**config.mk**
```make
export PLATFORM = sky130hd
export DESIGN_NAME = select_sequencer
export DESIGN_NICKNAME = d
export VERILOG_FILES = /design/src/rtl/select_sequencer.sv
export SDC_FILE = /design/constraint.sdc
export NUM_CORES = 1
export LEC_CHECK = 0
export BUFFER_PORTS_ARGS = -buffer_cell sky130_fd_sc_hd__buf_2
export CAP_MARGIN = 10
export CORE_MARGIN = 5
export CORE_UTILIZATION = 55
export CTS_CLUSTER_SIZE = 8
export DETAILED_ROUTE_END_ITERATION = 16
export PLACE_DENSITY = 0.83
export SLEW_MARGIN = 25
export SYNTH_ARGS = -nofsm -noshare
export SYNTH_HDL_FRONTEND = slang
export SYNTH_SLANG_ARGS = --single-unit
```
**constraint.sdc**
```tcl
create_clock -name clk -period 2.11 [get_ports clk]
set_input_delay 0.1055 -clock clk [delete_from_list [all_inputs] [get_ports clk]]
set_output_delay 0.1055 -clock clk [all_outputs]
set_load 0.02 [all_outputs]
```
**src/rtl/select_sequencer.sv**
```systemverilog
// select_sequencer: steps a 2-bit select code {a,b} through four values
// for a downstream 2-to-4 decoder, holding each code for dwell+1 cycles.
// Ports: clk, rst_n (async, active-low), start, stop, mode (0 one-shot,
// 1 continuous), dir (0 ascending, 1 descending), dwell[DWELL_W-1:0];
// outputs a, b (registered select), busy, step, done (pulses).
// Optional: define SEQ_GRAY_EN for Gray order 00,01,11,10 (else binary).
module select_sequencer #(
    parameter int DWELL_W = 8
) (
    input  logic               clk,
    input  logic               rst_n,
    input  logic               start,
    input  logic               stop,
    input  logic               mode,
    input  logic               dir,
    input  logic [DWELL_W-1:0] dwell,
    output logic               a,
    output logic               b,
    output logic               busy,
    output logic               step,
    output logic               done
);

    typedef enum logic [1:0] {
        S_IDLE = 2'd0,
        S_RUN  = 2'd1,
        S_DONE = 2'd2
    } state_e;

    state_e             state_q, state_d;
    logic [1:0]         pos_q, pos_d;
    logic [1:0]         sel_q, sel_d;
    logic [DWELL_W-1:0] hold_q, hold_d;
    logic [DWELL_W-1:0] dwell_q, dwell_d;
    logic               mode_q, mode_d;
    logic               dir_q, dir_d;
    logic               busy_q, busy_d;
    logic               step_q, step_d;
    logic               done_q, done_d;

    // Position 0..3 within the active order; descending walks the
    // ascending table backwards (3-pos == ~pos for two bits).
    function automatic logic [1:0] code_of(input logic [1:0] pos,
                                           input logic       desc);
        logic [1:0] p;
        p = desc ? ~pos : pos;
`ifdef SEQ_GRAY_EN
        return {p[1], p[1] ^ p[0]};
`else
        return p;
`endif
    endfunction

    always_comb begin
        state_d = state_q;
        pos_d   = pos_q;
        sel_d   = sel_q;
        hold_d  = hold_q;
        dwell_d = dwell_q;
        mode_d  = mode_q;
        dir_d   = dir_q;
        step_d  = 1'b0;
        done_d  = 1'b0;

        unique case (state_q)
            S_IDLE: begin
                sel_d  = 2'b00;
                hold_d = '0;
                if (start && !stop) begin
                    state_d = S_RUN;
                    mode_d  = mode;
                    dir_d   = dir;
                    dwell_d = dwell;
                    pos_d   = 2'd0;
                    sel_d   = code_of(2'd0, dir);
                    hold_d  = dwell;
                    step_d  = 1'b1;
                end
            end
            S_RUN: begin
                if (stop) begin
                    // abort wins over a hold expiring on the same edge
                    state_d = S_IDLE;
                    sel_d   = 2'b00;
                    hold_d  = '0;
                end else if (hold_q == '0) begin
                    if (pos_q == 2'd3 && !mode_q) begin
                        state_d = S_DONE;
                        sel_d   = 2'b00;
                        hold_d  = '0;
                        done_d  = 1'b1;
                    end else begin
                        // pos wraps 3 -> 0 naturally in continuous mode
                        pos_d  = pos_q + 2'd1;
                        sel_d  = code_of(pos_q + 2'd1, dir_q);
                        hold_d = dwell_q;
                        step_d = 1'b1;
                    end
                end else begin
                    hold_d = hold_q - 1'b1;
                end
            end
            S_DONE: begin
                state_d = S_IDLE;
                sel_d   = 2'b00;
                hold_d  = '0;
            end
            default: begin
                state_d = S_IDLE;
                sel_d   = 2'b00;
                hold_d  = '0;
            end
        endcase

        busy_d = (state_d == S_RUN);
    end

    always_ff @(posedge clk or negedge rst_n) begin
        if (!rst_n) begin
            state_q <= S_IDLE;
            pos_q   <= 2'd0;
            sel_q   <= 2'b00;
            hold_q  <= '0;
            dwell_q <= '0;
            mode_q  <= 1'b0;
            dir_q   <= 1'b0;
            busy_q  <= 1'b0;
            step_q  <= 1'b0;
            done_q  <= 1'b0;
        end else begin
            state_q <= state_d;
            pos_q   <= pos_d;
            sel_q   <= sel_d;
            hold_q  <= hold_d;
            dwell_q <= dwell_d;
            mode_q  <= mode_d;
            dir_q   <= dir_d;
            busy_q  <= busy_d;
            step_q  <= step_d;
            done_q  <= done_d;
        end
    end

    // every output comes straight from a flop
    assign a    = sel_q[1];
    assign b    = sel_q[0];
    assign busy = busy_q;
    assign step = step_q;
    assign done = done_q;

endmodule

```
Word-level counts from Yosys, hierarchy flattened

Index checks and enable logic that the tools add are counted.

Bits in read-only memories: 0
Word-level logic and storage cells: 61
Input bits: 14
Memories kept: 0
Register bits: 27
Output and inout port bits: 5
Bits in latches: 0
RAM bits: 0

Add/subtract/negate cells: 2
Muxes and demuxes: 31
Reduce and logical (&&, ||, !) cells: 9
Bitwise operators: 1
Order comparisons: 0
Shifts and indexed selects: 0
Divide/modulo/power cells: 0
Equality and inequality tests: 8
Multiply operators: 0

Operators by type and width:

| operator            | number |
|---|---|
| $mux 8              | 4 |
| $mux 2              | 14 |
| $pmux 8 s2          | 1 |
| $pmux 2 s2          | 3 |
| $logic_not 8->1     | 1 |
| $mux 1              | 8 |
| $ne 2x2->1 const B  | 4 |
| $sub 8x1->8 const B | 1 |
| $reduce_and 5->1    | 1 |
| $eq 2x1->1 const B  | 2 |
| $ne 3x3->1 const B  | 1 |
| $add 2x1->2 const B | 1 |
| $eq 2x2->1 const B  | 1 |
| $logic_and 1x1->1   | 2 |
| $logic_not 1->1     | 2 |
| $logic_not 2->1     | 1 |
| $not 2->2           | 1 |
| $pmux 1 s2          | 1 |
| $reduce_and 2->1    | 1 |
| $reduce_bool 2->1   | 1 |

Depth between registers and ports, before layout

Word-level depth: 7
Gate-level depth with buffers: 7
Mapped depth without buffers: 6

Worst setup path before layout

Ideal clock, no wire load.

Path type: reg2reg
From: reg hold_q[0]
To: reg sel_q[0]
Setup slack: 0.500 ns
Path buffers: 0
Arrival: 1.486 ns
Cell stages (with the launch flop): 7
Setup time: 0.125 ns
Cells stage by stage: dfrtp_1 inv_1 ha_1 nor3b_2 nand2_2 nand2_1 mux2_2

Word-level cells in the longest chain between the ends: 2

Ends and longest elaborated chain:

| what                     | line | RTL |
|---|---|---|
| start: declaration       | 33   | `logic [DWELL_W-1:0] hold_q, hold_d;` |
| start signal: assignment | 134  | `hold_q <= hold_d;` |
| $logic_not 8->1          | 86   | `end else if (hold_q == '0) begin` |
| $ne 3x3->1 (no line)     | -    |  |
| end signal: assignment   | 133  | `sel_q <= sel_d;` |
| end: declaration         | 32   | `logic [1:0] sel_q, sel_d;` |

No other way between the ends.
A chain may end at the register's enable or synchronous reset.

Final worst setup path

From: reg hold_q[0]
To: reg hold_q[3]

Word-level cells in the longest chain between the ends: 4
Elaborated cells between the ends (all ways): 5
Those cells by class: 1 x add/sub; 3 x mux; 1 x reduce/logical

Ends and longest elaborated chain:

| what                                                  | line    | RTL |
|---|---|---|
| $sub 8x1->8 / $logic_not 8->1 (equally long branches) | 100, 86 |  |
| $mux 8 (*)                                            | 86      |  |
| $mux 8 (*)                                            | 81      | `if (stop) begin` |
| $pmux 8 s2 (*)                                        | 65      | `unique case (state_q)` |
| named net hold_d[3]                                   | 33      |  |

The timed path passes the listed nets; every way through them passes the cells marked *.

==> flow_summary_export.csv <==
group,metric,value,unit
yosys,syn-instance-count,128,
critical_path,cp-start-kind,"flip-flop",
yosys,synthTopCellsByCount,"nand2_1, dfrtp_1, o21ai_0",
floorplan,die_y,58.4,microns
yosys,ys_seq_area_frac,0.524,
yosys,ys.flop_type,"dfrtp_1",
finish,drive_gt1_frac,0.194,
sta,max_freq,530,MHz
route,drt_iter0_drc,25,
global_routing,grt_pass1_wl,4790,microns
power_and_ir_drop,irDropWorstVdd,568,uV
yosys,ys_seq_elements,27,
yosys,avgSynthCellArea,10.1,sq um
sta,fin_crit,1.89,ns
clock_tree,cts_num_sinks,27,
floorplan,initial_utilization,0.578,
sta,fin_worst_skew,0.00623,ns
floorplan,boundaryPins,19,
floorplan,fp.dieArea,3410,sq um
floorplan,die-width,58.4,microns
finish,layout.nets,173,
critical_path,crit_path_end_kind,"flip-flop",
critical_path,cp_slowest_cell,"and4_1",
critical_path,path_delay_family,"simple AND/OR/NAND/NOR gates",
sta,worst_slew_pin_slew,0.595,ns
placed_design,dp_cells,172,
finish,fin_util,0.671,
global_routing,overflow,0,
finish,area_growth,16.1,%
finish,seq_area,676,sq um
yosys,async_flop_share,1.00,
placed_design,gp_congestion,0.907,
sta,rsz0062_at_grt,"no",
power_and_ir_drop,finalPower,1.31,mW
global_routing,grt_pass1_vias,1106,
route,via_count,1040,
sta,hold_slack,-0.00447,ns
clock_tree,htreeDepth,1,
route,wl_per_cell,15.3,microns
clock_tree,path_clk_slew,0.13,ns
clock_tree,clk_latency,0.32,ns
floorplan,num_rows,17,
yosys,yosysTopAreaCellShare,0.524,
route,viasPerCell,5.68,
route,dr.pass1.iters,4,
route,route.detailed.drc,0,
yosys,synth.distinct_cells,30,
critical_path,cpPeakStageDelay,0.51,ns
placed_design,hpwlAfterDp,2020,microns
clock_tree,cts_tree,"done",
finish,multi_input_area,582,sq um
global_routing,grt_max_degree,28,
placed_design,io_buffers,18,
critical_path,worstPathCellList,"inv_1, ha_1, nor3b_2, and4_1, a22oi_1, nand2_1",
sta,final.setup.worst_slack,0.223,ns
placed_design,pre_cts_slack,0.295,ns
critical_path,cp_max_fo,9,
critical_path,cp.required,2.38,ns
placed_design,dpl_cell_area,1400,sq um
finish,design_area,1500,sq um
run_status,status,"complete, but fails checks",
clock_tree,cts_buffers,3,
finish,antennaDiodeCount,0,
sta,hold_violations,1,
clock_tree,clockBufferDepth,2,
run_status,violations,"hold timing",
sta,slew_headroom,0.603,
yosys,synth_area,1290,sq um
yosys,yosysMostFrequentCell,"nand2_1",
global_routing,track_usage,0.185,
global_routing,antenna_found_initial,0,
sta,final.period_utilization,0.894,
sta,setup_viol,0,
yosys,synth_area_leader_cell,"dfrtp_1",
yosys,synth_fp_nets,145,
hold_path,hold_path_class,"in2reg",
critical_path,path_class,"reg2reg",
route,ant_nets,0,
yosys,yosys-top-cells-area,"dfrtp_1, nand2_1, ha_1",
sta,fin_setup_tns,0,ns
finish,n_fill_cell,172,
power_and_ir_drop,power.density,874,nW/um^2
critical_path,critPathBufInv,1,
clock_tree,clockRootBuffer,"clkbuf_4",
finish,fin_cells,183,
run,drv_cap,0,
route,drt-total-wl,2790,microns
clock_tree,cts_setup_buffers,0,
critical_path,arrival,2.16,ns
floorplan,core-area,2230,sq um
sta,slew_viol_final,0,
yosys,yosys_warnings,0,
power_and_ir_drop,power.leakage,0.757,nW
yosys,synth-edff-count,0,
## cell type report
class / instances / share of cell area
clock buffer: 4 / 0.0175
sequential: 27 / 0.451
timing repair buffer: 26 / 0.112
multi-input combinational: 95 / 0.388
tap: 28 / 0.0234
inverter: 3 / 0.00752
## tightest hold or removal path, delay by kind of cell
kind / cells / cell delay (ns)
buffers and inverters: 1 / 0.08
AND/OR/NAND/NOR: 2 / 0.12
## registers in the layout, summed over array words and instances, names as in the netlist
name / flops
busy: 1
sel_q: 2
dir_q: 1
dwell_q: 8
done: 1
mode_q: 1
state_q: 2
step: 1
pos_q: 2
hold_q: 8
## metal layers
metal / global-route usage / up-vias / routed length, microns
met5: 0 / - / 0
met4: 0.106 / 0 / 59
met2: 0.317 / 32 / 1440
met1: 0.216 / 504 / 1190
li1: - / 495 / -
met3: 0.0307 / 9 / 102
## cell families (layout without fill, tap and decap cells)
kind of cell | count (synthesis) | after routing | synth area share
mux | 3 | 3 | 0.0252
compound gates | 20 | 20 | 0.103
xor+xnor | 6 | 6 | 0.0407
simple gates | 63 | 63 | 0.253
buf+inv | 6 | 33 | 0.0252
fa+ha+maj | 3 | 3 | 0.0291
flops | 27 | 27 | 0.524
## path summary, 6_finish.rpt
check / slack [ns] / to / cells after the start / start
worst max-delay path: 0.22 / hold_q[3]$_DFF_PN0_ / 6 / hold_q[0]$_DFF_PN0_
worst min-delay path: -0.004 / dwell_q[1]$_DFFE_PN0P_ / 3 / dwell[1]
worst max register to register: 0.22 / hold_q[3]$_DFF_PN0_ / 6 / hold_q[0]$_DFF_PN0_
worst min register to register: 0.50 / mode_q$_DFFE_PN0P_ / 2 / mode_q$_DFFE_PN0P_
max in group asynchronous: 1.40 / done$_DFF_PN0_ / 2 / rst_n
min in group asynchronous: 0.32 / sel_q[0]$_DFFE_PN0P_ / 2 / rst_n
## power by group
part	total [mW]	switching, mW	leakage, nW	internal [mW]
combinational	0.415	0.228	0.391	0.187
clock	0.217	0.143	0.0150	0.0741
sequential	0.678	0.0751	0.351	0.603
total	1.31	0.446	0.757	0.863
## cell usage in the layout (no fill, tap or decap), drive strengths merged, types with 2 or more instances in the layout
cell type | synthesis | final
nand2 | 44 | 44
dfrtp | 27 | 27
buf | 3 | 19
o21ai | 8 | 8
dlygate4sd3 | 0 | 7
nor3 | 4 | 4
nor3b | 4 | 4
clkbuf | 0 | 4
inv | 3 | 3
a21oi | 3 | 3
xor2 | 3 | 3
a22oi | 3 | 3
o211ai | 3 | 3
nor2 | 3 | 3
xnor2 | 3 | 3
ha | 3 | 3
nand2b | 2 | 2
mux2 | 2 | 2
## repair_timing
action	4_1_cts	5_1_grt
endpoints found under the hold margin	35	0
gates resized for setup	0	0
hold buffers	7	0
No activity file was read; power rests on OpenSTA's default activity.
